File: config.mk
export PLATFORM = sky130hd
export DESIGN_NAME = pc_fetch_flat
export DESIGN_NICKNAME = d
export VERILOG_FILES = /design/src/rtl/pc_fetch_pkg.sv /design/src/rtl/pc_fetch_if.sv /design/src/rtl/pc_fetch_fifo.sv /design/src/rtl/pc_fetch.sv /design/src/flat_wrapper.sv
export SDC_FILE = /design/constraint.sdc
export NUM_CORES = 1
export LEC_CHECK = 0
export ABC_AREA = 1
export CAP_MARGIN = 20
export CORE_AREA = 5 5 153 155
export CTS_CLUSTER_DIAMETER = 120
export CTS_CLUSTER_SIZE = 40
export DETAILED_ROUTE_END_ITERATION = 10
export DIE_AREA = 0 0 158 160
export PLACE_DENSITY = 0.83
export SLEW_MARGIN = 20
export SYNTH_ARGS = -nofsm -noshare
export SYNTH_HDL_FRONTEND = slang
export SYNTH_HIERARCHICAL = 1
export SYNTH_SLANG_ARGS = --single-unit
File: constraint.sdc
create_clock -name clk -period 3.1 [get_ports clk]
set_clock_uncertainty 0.1 [all_clocks]
set_input_delay 0.775 -clock clk [delete_from_list [all_inputs] [get_ports clk]]
set_output_delay 0.775 -clock clk [all_outputs]
set_load 0.01 [all_outputs]
File: src/rtl/pc_fetch_pkg.sv
// pc_fetch_pkg: shared types and constants for the instruction-fetch stage.
//   PC_W             word-address width (byte address [31:2])
//   INSTR_W          instruction word width
//   RESET_PC_DEFAULT default boot word address (byte 0x0000_3000)
//   state_t          fetch control states
//   pc_inc()         next sequential word address, wraps 3FFF_FFFF -> 0
package pc_fetch_pkg;

    localparam int PC_W    = 30;
    localparam int INSTR_W = 32;

    localparam logic [PC_W-1:0] RESET_PC_DEFAULT = 30'h0000_0C00;

    typedef enum logic [1:0] {
        S_BOOT  = 2'd0,
        S_RUN   = 2'd1,
        S_DRAIN = 2'd2
    } state_t;

    function automatic logic [PC_W-1:0] pc_inc(input logic [PC_W-1:0] pc);
        return pc + 30'd1;
    endfunction

endpackage

File: src/rtl/pc_fetch_if.sv
// pc_fetch_if: instruction-memory request/response bus.
//   imem_req    request valid (fetch -> memory)
//   imem_addr   word address [31:2] of the request
//   imem_gnt    request accepted this cycle
//   imem_rvalid response valid, in order, at least one cycle after grant
//   imem_rdata  instruction word
// Modports: master = fetch stage, slave = instruction memory.
interface pc_fetch_if;
    import pc_fetch_pkg::*;

    logic               imem_req;
    logic [PC_W-1:0]    imem_addr;
    logic               imem_gnt;
    logic               imem_rvalid;
    logic [INSTR_W-1:0] imem_rdata;

    modport master (
        output imem_req, imem_addr,
        input  imem_gnt, imem_rvalid, imem_rdata
    );

    modport slave (
        input  imem_req, imem_addr,
        output imem_gnt, imem_rvalid, imem_rdata
    );

endinterface

File: src/rtl/pc_fetch_fifo.sv
// fetch_fifo: synchronous ring-buffer FIFO used both as the fetch buffer
// ({pc, instr} entries) and as the queue of PCs awaiting a response.
//   clk, rst_n  clock, asynchronous active-low reset
//   flush       drop all entries (dominates push/pop)
//   push, wdata write an entry
//   pop         retire the head entry
//   rdata       head entry, read from registered storage
//   count       number of entries held
//   empty, full occupancy flags
// DEPTH must be a power of two so the pointers wrap on their own.
module fetch_fifo #(
    parameter int DEPTH  = 2,
    parameter int DATA_W = 32
) (
    input  logic                       clk,
    input  logic                       rst_n,
    input  logic                       flush,
    input  logic                       push,
    input  logic                       pop,
    input  logic [DATA_W-1:0]          wdata,
    output logic [DATA_W-1:0]          rdata,
    output logic [$clog2(DEPTH+1)-1:0] count,
    output logic                       empty,
    output logic                       full
);

    localparam int PTR_W = (DEPTH > 1) ? $clog2(DEPTH) : 1;
    localparam int CNT_W = $clog2(DEPTH+1);

    logic [DATA_W-1:0] mem_q [DEPTH];
    logic [PTR_W-1:0]  wr_ptr_q;
    logic [PTR_W-1:0]  rd_ptr_q;
    logic [CNT_W-1:0]  count_q;
    logic              do_push;
    logic              do_pop;

    assign empty   = (count_q == '0);
    assign full    = (count_q == CNT_W'(DEPTH));
    assign count   = count_q;
    assign rdata   = mem_q[rd_ptr_q];
    assign do_pop  = pop && !empty;
    // A push into a full buffer is accepted only when the head leaves the same edge.
    assign do_push = push && (!full || do_pop);

    // Storage is cleared on reset so the head reads as zero out of reset.
    always_ff @(posedge clk or negedge rst_n) begin
        if (!rst_n) begin
            for (int i = 0; i < DEPTH; i++) begin
                mem_q[i] <= '0;
            end
            wr_ptr_q <= '0;
            rd_ptr_q <= '0;
            count_q  <= '0;
        end else if (flush) begin
            wr_ptr_q <= '0;
            rd_ptr_q <= '0;
            count_q  <= '0;
        end else begin
            if (do_push) begin
                mem_q[wr_ptr_q] <= wdata;
                wr_ptr_q        <= wr_ptr_q + PTR_W'(1);
            end
            if (do_pop) begin
                rd_ptr_q <= rd_ptr_q + PTR_W'(1);
            end
            count_q <= count_q + CNT_W'(do_push) - CNT_W'(do_pop);
        end
    end

    overflow_chk: assert property (@(posedge clk) disable iff (!rst_n)
        !(push && full && !pop && !flush))
        else $error("fetch_fifo overflow");

endmodule

File: src/rtl/pc_fetch.sv
// pc_fetch: PC register and instruction-fetch stage.
// Holds the word-addressed PC, issues in-order requests on the imem bus,
// pairs every returned word with the PC it was fetched from and buffers
// the pairs for decode. A redirect loads npc_in, flushes the buffer and
// discards every response still in flight for the old path.
//   clk, rst_n        clock, asynchronous active-low reset
//   imem              pc_fetch_if.master instruction-memory bus
//   if_valid/ready    decode handshake (valid & ready = pop)
//   if_instr, if_pc   buffered instruction and its word address
//   redirect, npc_in  taken branch/jump and its target word address
// Optional: define PC_FETCH_PERF_EN to add perf_fetch_cnt (accepted
// instructions) and perf_flush_cnt (discarded responses + flushed entries).
module pc_fetch
    import pc_fetch_pkg::*;
#(
    parameter logic [PC_W-1:0] RESET_PC = RESET_PC_DEFAULT,
    parameter int              DEPTH    = 2
) (
    input  logic               clk,
    input  logic               rst_n,
    pc_fetch_if.master         imem,
    output logic               if_valid,
    input  logic               if_ready,
    output logic [INSTR_W-1:0] if_instr,
    output logic [PC_W-1:0]    if_pc,
    input  logic               redirect,
    input  logic [PC_W-1:0]    npc_in
`ifdef PC_FETCH_PERF_EN
    ,
    output logic [31:0]        perf_fetch_cnt,
    output logic [31:0]        perf_flush_cnt
`endif
);

    localparam int CNT_W = $clog2(DEPTH+1);

    state_t           state_q, state_d;
    logic [PC_W-1:0]  pc_q, pc_d;
    logic [CNT_W-1:0] outst_q, outst_d;
    logic [CNT_W-1:0] drop_q, drop_d;

    logic             grant, resp, pop;
    logic             fifo_push, pcq_push, pcq_pop;
    logic [CNT_W-1:0] fifo_count, pcq_count;
    logic             fifo_empty, fifo_full, pcq_empty, pcq_full;
    logic [PC_W-1:0]  pcq_head;

    // Request side depends on registered state only, never on imem_gnt.
    assign imem.imem_req  = (state_q == S_RUN) &&
                            ((int'(outst_q) + int'(fifo_count)) < DEPTH);
    assign imem.imem_addr = pc_q;

    assign grant    = imem.imem_req && imem.imem_gnt;
    assign resp     = imem.imem_rvalid;
    assign if_valid = !fifo_empty && (state_q != S_BOOT);
    assign pop      = if_valid && if_ready;

    always_comb begin
        state_d   = state_q;
        pc_d      = pc_q;
        drop_d    = drop_q;
        outst_d   = outst_q + CNT_W'(grant) - CNT_W'(resp);
        fifo_push = 1'b0;
        pcq_push  = 1'b0;
        pcq_pop   = 1'b0;

        case (state_q)
            S_BOOT: state_d = S_RUN;
            S_RUN: begin
                if (grant) begin
                    pc_d     = pc_inc(pc_q);
                    pcq_push = 1'b1;
                end
                if (resp) begin
                    fifo_push = 1'b1;
                    pcq_pop   = 1'b1;
                end
            end
            S_DRAIN: begin
                if (resp) begin
                    drop_d = drop_q - CNT_W'(1);
                end
                if (drop_d == '0) begin
                    state_d = S_RUN;
                end
            end
            default: state_d = S_BOOT;
        endcase

        // Everything in flight after this edge, including a grant or a
        // response landing this very cycle, belongs to the abandoned path.
        if (redirect) begin
            pc_d      = npc_in;
            fifo_push = 1'b0;
            pcq_push  = 1'b0;
            pcq_pop   = 1'b0;
            drop_d    = outst_d;
            state_d   = (outst_d != '0) ? S_DRAIN : S_RUN;
        end
    end

    always_ff @(posedge clk or negedge rst_n) begin
        if (!rst_n) begin
            state_q <= S_BOOT;
            pc_q    <= RESET_PC;
            outst_q <= '0;
            drop_q  <= '0;
        end else begin
            state_q <= state_d;
            pc_q    <= pc_d;
            outst_q <= outst_d;
            drop_q  <= drop_d;
        end
    end

    // ---- stage boundary: PCs awaiting their response ----
    fetch_fifo #(
        .DEPTH  (DEPTH),
        .DATA_W (PC_W)
    ) u_pc_queue (
        .clk   (clk),
        .rst_n (rst_n),
        .flush (redirect),
        .push  (pcq_push),
        .pop   (pcq_pop),
        .wdata (pc_q),
        .rdata (pcq_head),
        .count (pcq_count),
        .empty (pcq_empty),
        .full  (pcq_full)
    );

    // ---- stage boundary: {pc, instr} pairs waiting for decode ----
    fetch_fifo #(
        .DEPTH  (DEPTH),
        .DATA_W (PC_W + INSTR_W)
    ) u_fetch_buf (
        .clk   (clk),
        .rst_n (rst_n),
        .flush (redirect),
        .push  (fifo_push),
        .pop   (pop),
        .wdata ({pcq_head, imem.imem_rdata}),
        .rdata ({if_pc, if_instr}),
        .count (fifo_count),
        .empty (fifo_empty),
        .full  (fifo_full)
    );

    pcq_nonempty_on_resp: assert property (@(posedge clk) disable iff (!rst_n)
        pcq_pop |-> !pcq_empty);
    pcq_room_on_grant: assert property (@(posedge clk) disable iff (!rst_n)
        pcq_push |-> (!pcq_full || pcq_pop));
    buf_room_on_resp: assert property (@(posedge clk) disable iff (!rst_n)
        fifo_push |-> (!fifo_full || pop));
    pcq_tracks_outst: assert property (@(posedge clk) disable iff (!rst_n)
        (state_q == S_RUN) |-> (pcq_count == outst_q));

`ifdef PC_FETCH_PERF_EN
    logic discard;

    // A response is thrown away while draining or when it meets a redirect;
    // a popped head is delivered, so only the remaining entries are flushed.
    assign discard = resp && ((state_q == S_DRAIN) || redirect);

    always_ff @(posedge clk or negedge rst_n) begin
        if (!rst_n) begin
            perf_fetch_cnt <= '0;
            perf_flush_cnt <= '0;
        end else begin
            perf_fetch_cnt <= perf_fetch_cnt + 32'(pop);
            perf_flush_cnt <= perf_flush_cnt + 32'(discard) +
                              (redirect ? (32'(fifo_count) - 32'(pop)) : 32'd0);
        end
    end
`endif

endmodule

File: src/flat_wrapper.sv
// flat-port wrapper written by rule: the top's interface ports become plain ports
module pc_fetch_flat import pc_fetch_pkg::*;
#(
    parameter logic [PC_W-1:0] RESET_PC = RESET_PC_DEFAULT,
    parameter int              DEPTH    = 2
)
  (clk, rst_n, if_valid, if_ready, if_instr, if_pc, redirect, npc_in, imem_imem_req, imem_imem_addr, imem_imem_gnt, imem_imem_rvalid, imem_imem_rdata);
  pc_fetch_if imem_i ();
  input  logic clk;
  input  logic rst_n;
  output logic if_valid;
  input  logic if_ready;
  output logic [INSTR_W-1:0] if_instr;
  output logic [PC_W-1:0] if_pc;
  input  logic redirect;
  input  logic [PC_W-1:0] npc_in;
  output wire logic [$bits(imem_i.imem_req)-1:0] imem_imem_req;
  output wire logic [$bits(imem_i.imem_addr)-1:0] imem_imem_addr;
  input wire logic [$bits(imem_i.imem_gnt)-1:0] imem_imem_gnt;
  input wire logic [$bits(imem_i.imem_rvalid)-1:0] imem_imem_rvalid;
  input wire logic [$bits(imem_i.imem_rdata)-1:0] imem_imem_rdata;
  assign imem_imem_req = imem_i.imem_req;
  assign imem_imem_addr = imem_i.imem_addr;
  assign imem_i.imem_gnt = imem_imem_gnt;
  assign imem_i.imem_rvalid = imem_imem_rvalid;
  assign imem_i.imem_rdata = imem_imem_rdata;
  pc_fetch #(.RESET_PC(RESET_PC), .DEPTH(DEPTH)) u_core (.clk(clk), .rst_n(rst_n), .imem(imem_i), .if_valid(if_valid), .if_ready(if_ready), .if_instr(if_instr), .if_pc(if_pc), .redirect(redirect), .npc_in(npc_in));
endmodule
# After elaboration in Yosys (flattened, before gate mapping)
# Index checks and enable logic that the tools add are counted.
[totals] register_bits=228 latchBits=0 mem_bits_rw=0 rom_bits=0 inputBits=68 memories=0
[classes] n_addsub=13 mul=0 div=0 order_cmp=7 n_eq_ne=6 n_shift=0 muxes=39 n_bitwise=5 n_reduce_logical=33
[op_table] cell="two-way mux 62 bit" n=4
[op_table] cell="two-way mux 30 bit" n=7
[op_table] cell="bitwise mux 124 bit" n=1
[op_table] cell="demux 62 bit (select 1 bit)" n=1
[op_table] cell="bitwise mux 60 bit" n=1
[op_table] cell="less-than comparator 32 x 3 -> 1 bit (second input constant)" n=1
[op_table] cell="adder 30 x 1 -> 30 bit (second input constant)" n=1
[op_table] cell="demux 30 bit (select 1 bit)" n=1
[op_table] cell="two-way mux 2 bit" n=9
[op_table] cell="nonzero test 2 bit" n=9
[op_table] cell="two-way mux 1 bit" n=14
[op_table] cell="logical AND 1 bit" n=10
[op_table] cell="greater-or-equal comparator 2 bit (second input constant)" n=4
[op_table] cell="zero test 2 bit" n=4
[op_table] cell="NOT 1 -> 2 bit" n=4
[op_table] cell="AND reduction 2 bit" n=4
[op_table] cell="adder 2 x 1 -> 2 bit" n=3
[op_table] cell="equality test 2 bit (second input constant)" n=3
[op_table] cell="one-hot mux 2 bit (3 select lines)" n=1
[op_table] cell="subtractor 2 x 1 -> 2 bit" n=3
[op_table] cell="adder 1 bit (second input constant)" n=4
[op_table] cell="zero test 1 bit" n=4
[op_table] cell="less-than comparator 2 x 1 -> 1 bit (second input constant)" n=2
[op_table] cell="adder 2 x 2 -> 3 bit" n=1
[op_table] cell="other kinds (6)" n=7

# Longest topological paths before layout
[depth] depth_word=11 ltp_mapped=16 ltp_nobuf=13

# By module
# Netlist, hierarchy kept.
[modules_own_cells] module="fetch_fifo (u_core.u_fetch_buf)" n_inst=1 cells_each=784 area_per_inst_um2=6078.3 seq_area_each_um2=3203.1
[modules_own_cells] module="fetch_fifo (u_core.u_pc_queue)" n_inst=1 cells_each=398 area_per_inst_um2=3234.4 seq_area_each_um2=1601.5
[modules_own_cells] module="pc_fetch" n_inst=1 cells_each=420 area_per_inst_um2=2662.6 seq_area_each_um2=903.4

# Worst setup path after synthesis
# Ideal clock, no wire load.
[synth_timing] path_kind="register to register" startpoint="register u_core.u_fetch_buf.count_q[0] (netlist: u_core/u_fetch_buf/count[0])" endpoint="register u_core.u_pc_queue.count_q[1] (netlist: u_core/u_pc_queue/count[1])" setup_ps=119 arrival_ps=2530 slack_ps=351 stages_incl_launch_ff=16 n_path_buf=3 period_less_slack_ps=2749 cell_sequence="dfrtp_1 > nand2_1 > inv_1 > fa_1 > nor2_1 > nand4_2 > nor2_1 > buf_4 > buf_6 > buf_2 > nand2_1 > ha_1 > inv_1 > ha_1 > a21oi_1 > nor2_1"
[synth_between] elab_chain_len=11
[synth_lines] item="start, declared" line_no="pc_fetch_fifo.sv:33" rtl="logic [CNT_W-1:0] count_q;"
[synth_lines] item="start signal, assigned" line_no="pc_fetch_fifo.sv:66" rtl="count_q <= count_q + CNT_W'(do_push) - CNT_W'(do_pop);"
[synth_lines] item="adder 2 x 2 -> 3 bit" line_no="pc_fetch.sv:50" rtl="((int'(outst_q) + int'(fifo_count)) < DEPTH);"
[synth_lines] item="less-than comparator 32 x 3 -> 1 bit" line_no="pc_fetch.sv:50"
[synth_lines] item="logical AND 1 bit" line_no="pc_fetch.sv:49" rtl="assign imem.imem_req = (state_q == S_RUN) &&"
[synth_lines] item="logical AND 1 bit" line_no="pc_fetch.sv:53" rtl="assign grant = imem.imem_req && imem.imem_gnt;"
[synth_lines] item="two-way mux 1 bit" line_no="pc_fetch.sv:70" rtl="if (grant) begin"
[synth_lines] item="two-way mux 1 bit" line_no="pc_fetch.sv:67" rtl="case (state_q)"
[synth_lines] item="two-way mux 1 bit" line_no="pc_fetch.sv:92" rtl="if (redirect) begin"
[synth_lines] item="net u_core.pcq_push" line_no="pc_fetch.sv:43" rtl="logic fifo_push, pcq_push, pcq_pop;"
[synth_lines] item="logical AND 1 bit" line_no="pc_fetch_fifo.sv:43" rtl="assign do_push = push && (!full || do_pop);"
[synth_lines] item="adder 2 x 1 -> 2 bit" line_no="pc_fetch_fifo.sv:66"
[synth_lines] item="subtractor 2 x 1 -> 2 bit" line_no="pc_fetch_fifo.sv:66"
[synth_lines] item="two-way mux 2 bit" line_no="pc_fetch_fifo.sv:54" rtl="end else if (flush) begin"
[synth_lines] item="end signal, assigned" line_no="pc_fetch_fifo.sv:66"
[synth_lines] item="end, declared" line_no="pc_fetch_fifo.sv:33"
# The timed path passes the listed nets, and every way through them passes these cells.
# A chain may end at the register's enable or synchronous reset.

# Worst setup path in the final report
[layout_timing] startpoint="register u_core.u_fetch_buf.count_q[0] (netlist: u_core/u_fetch_buf/count[0])" endpoint="output port imem_imem_req"
[layout_between] elab_chain_len=3
[layout_lines] item="adder 2 x 2 -> 3 bit" line_no="pc_fetch.sv:50"
[layout_lines] item="less-than comparator 32 x 3 -> 1 bit" line_no="pc_fetch.sv:50"
[layout_lines] item="logical AND 1 bit" line_no="pc_fetch.sv:49"
[layout_lines] item="end, declared" line_no="flat_wrapper.sv:17" rtl="output wire logic [$bits(imem_i.imem_req)-1:0] imem_imem_req;"
# No other way between the ends.

==> impl_metrics.py <==
metrics = {
    "power_and_ir_drop": {
        "p_seq_frac": 0.477,
        "clkPwrFrac": 0.160,
        "power.leakage_nw": 7.31,
        "power.density_nw_per_um2": 649,
        "internal_power_w": 0.00581,
        "swShare": 0.359,
        "p_sw_w": 0.00325,
        "combPwrFrac": 0.363,
        "peakVddDrop_mv": 0.386,
    },
    "detailed_routing": {
        "wl_per_cell_um": 15.8,
        "final_antenna_net_count": 0,
        "drt-total-wl_um": 31300,
        "vias": 11165,
        "drt_first_pass_iters": 5,
        "vias_per_cell": 5.64,
        "drcViolationCount": 0,
        "drt_iter0_markers": 960,
    },
    "outcome": {
        "status": "finished, final reports clean",
    },
    "timing": {
        "tightestPinTransition_ps": 583,
        "setup_viol": 0,
        "worst_slack_ps": 131,
        "post-route-min-period_ps": 2970,
        "slew_viol_final": 0,
        "finalHoldViolCount": 0,
        "whs_ps": 100,
        "tns_ps": 0,
        "slew-limit-headroom": 0.612,
        "fin_crit_sh": 0.958,
        "max_freq_mhz": 337,
        "rsz0062_at_grt": "no",
    },
    "clocking": {
        "cts_tree": "yes",
        "cts_sinks": 228,
        "cts_root_buf": "clkbuf_16",
        "path_clk_slew_ps": 150,
        "cts_made_buffers": 9,
        "clockBufferDepth": 3,
        "h-tree-depth": 1,
        "cts_setup_buffers": 0,
        "clk_latency_ps": 480,
    },
    "yosys": {
        "syn_avg_cell_area_um2": 7.48,
        "syn_nets": 1675,
        "syn-cell-area_um2": 12000,
        "yosysWarningCount": 6,
        "synthCells": 1599,
    },
    "floorplan": {
        "start_util": 0.552,
        "fp.dieH_um": 160,
        "io_pins": 162,
        "die_area_um2": 25300,
        "fp-row-count": 54,
        "core_area_um2": 21700,
        "dieWidth_um": 158,
    },
    "final_layout": {
        "fin_nets": 1774,
        "diodes": 0,
        "area_growth_pct": 16.8,
        "post_route_cells_drive_above_1_share": 0.0671,
        "final_cells": 1978,
    },
    "worst_setup_path": {
        "arrival_ps": 2090,
        "crit_fanout": 5,
        "crit_path_end_kind": "output port",
        "start_kind": "flip-flop",
        "crit_type": "reg -> out",
        "cp.required_ps": 2220,
    },
    "placement": {
        "io_buffers": 161,
        "routabilityCongestion": 0.880,
        "hpwl_um": 20700,
        "pre_cts_ws_ps": 306,
        "place_inst": 1967,
    },
    "global_route": {
        "grt-ovfl-total": 0,
        "antenna_found_initial": 0,
        "grt_pass1_wl_um": 51900,
        "grt_max_degree": 105,
        "grt_usage": 0.243,
        "grt_pass1_vias": 10524,
    },
    "job": {
        "drv_cap": 0,
    },
    "min_path": {
        "hp-class": "in -> async",
    },
}
## final cells by class
| class | count | area [µm²] |
|---|---|---|
| inverter | 72 | 270 |
| tap | 280 | 350 |
| fill | 1868 | 7720 |
| sequential | 228 | 5710 |
| clock inverter | 1 | 16.3 |
| clock buffer | 10 | 229 |
| multi-input combinational | 1194 | 5460 |
| timing repair buffer | 193 | 1940 |
## routing by layer
metal  GRT usage  part of all wire  up-vias
li1            -                 -     5332
met1       0.364              0.43     5283
met2       0.382              0.47      523
met3      0.0360             0.093       27
met4      0.0430             0.012        0
met5           0                 0        -
## sequential cells by signal (all words and copies together), names as in the netlist, 2 cells and up
name,flops
u_core/u_pc_queue/mem_q,60
u_core/state_q,2
u_core/u_pc_queue/count,2
u_core/drop_q,2
u_core/u_fetch_buf/count,2
u_core/imem.imem_addr,30
u_core/outst_q,2
u_core/u_fetch_buf/mem_q,124
## critical path, cell delays in order, from the launching register on
cell	delay, ps
dfrtp_1	450
nand2_1	80
inv_1	40
fa_1	450
nor4_1	290
dlygate4sd2_1	310
## path summary, 6_finish.rpt
check / depth (start not counted) / slack (ps) / end / start
max in group asynchronous: 2 / 2110 / u_core/imem.imem_addr[10]$_DFFE_PN1P_ / rst_n
min in group clk: 2 / 390 / u_core/u_fetch_buf/mem_q[40]$_DFFE_PN0P_ / u_core/u_fetch_buf/mem_q[40]$_DFFE_PN0P_
hold / removal: 1 / 100 / u_core/u_fetch_buf/mem_q[86]$_DFFE_PN0P_ / rst_n
setup / recovery: 5 / 130 / imem_imem_req / u_core/u_fetch_buf/count[0]$_DFF_PN0_
hold reg to reg: 2 / 390 / u_core/u_fetch_buf/mem_q[40]$_DFFE_PN0P_ / u_core/u_fetch_buf/mem_q[40]$_DFFE_PN0P_
setup reg to reg: 13 / 430 / u_core/state_q[0]$_DFFE_PN0P_ / u_core/u_fetch_buf/count[0]$_DFF_PN0_
## placed cells by master (no fill, tap or decap), types with 7 or more instances in the layout
master and count:
nand3_1 40, nor2_4 10, clkbuf_16 9, dfrtp_1 225
nand2_1 809, inv_2 9, nand4_1 185, nand2_2 33
ha_1 7, nor2_1 46, clkdlybuf4s50_1 158, o21ai_0 15
xor2_1 9, inv_1 63, buf_12 7, buf_4 25
## power groups by stage
stage	Clock, W	Combinational, W	Sequential (W)
2_1_floorplan	0	0.00181	0.00426
3_3_place_gp	0	0.00320	0.00433
3_5_place_dp	0	0.00330	0.00437
4_1_cts	0.00148	0.00331	0.00431
5_1_grt	0.00160	0.00368	0.00443
6_report	0.00145	0.00329	0.00432
## metrics by stage
stage	util	instance area, µm²	total power [W]
after detailed placement	0.633	13700	0.00767
after CTS	0.644	14000	0.00910
after floorplan	-	12000	0.00606
after global routing	0.644	14000	0.00970
final	0.644	14000	0.00906
after global placement	0.633	13700	0.00752
## what timing repair did
action,in CTS,in global routing
hold buffers,0,0
setup endpoints to repair,1,0
resized for setup,1,0
(Power assumes the default switching activity.)
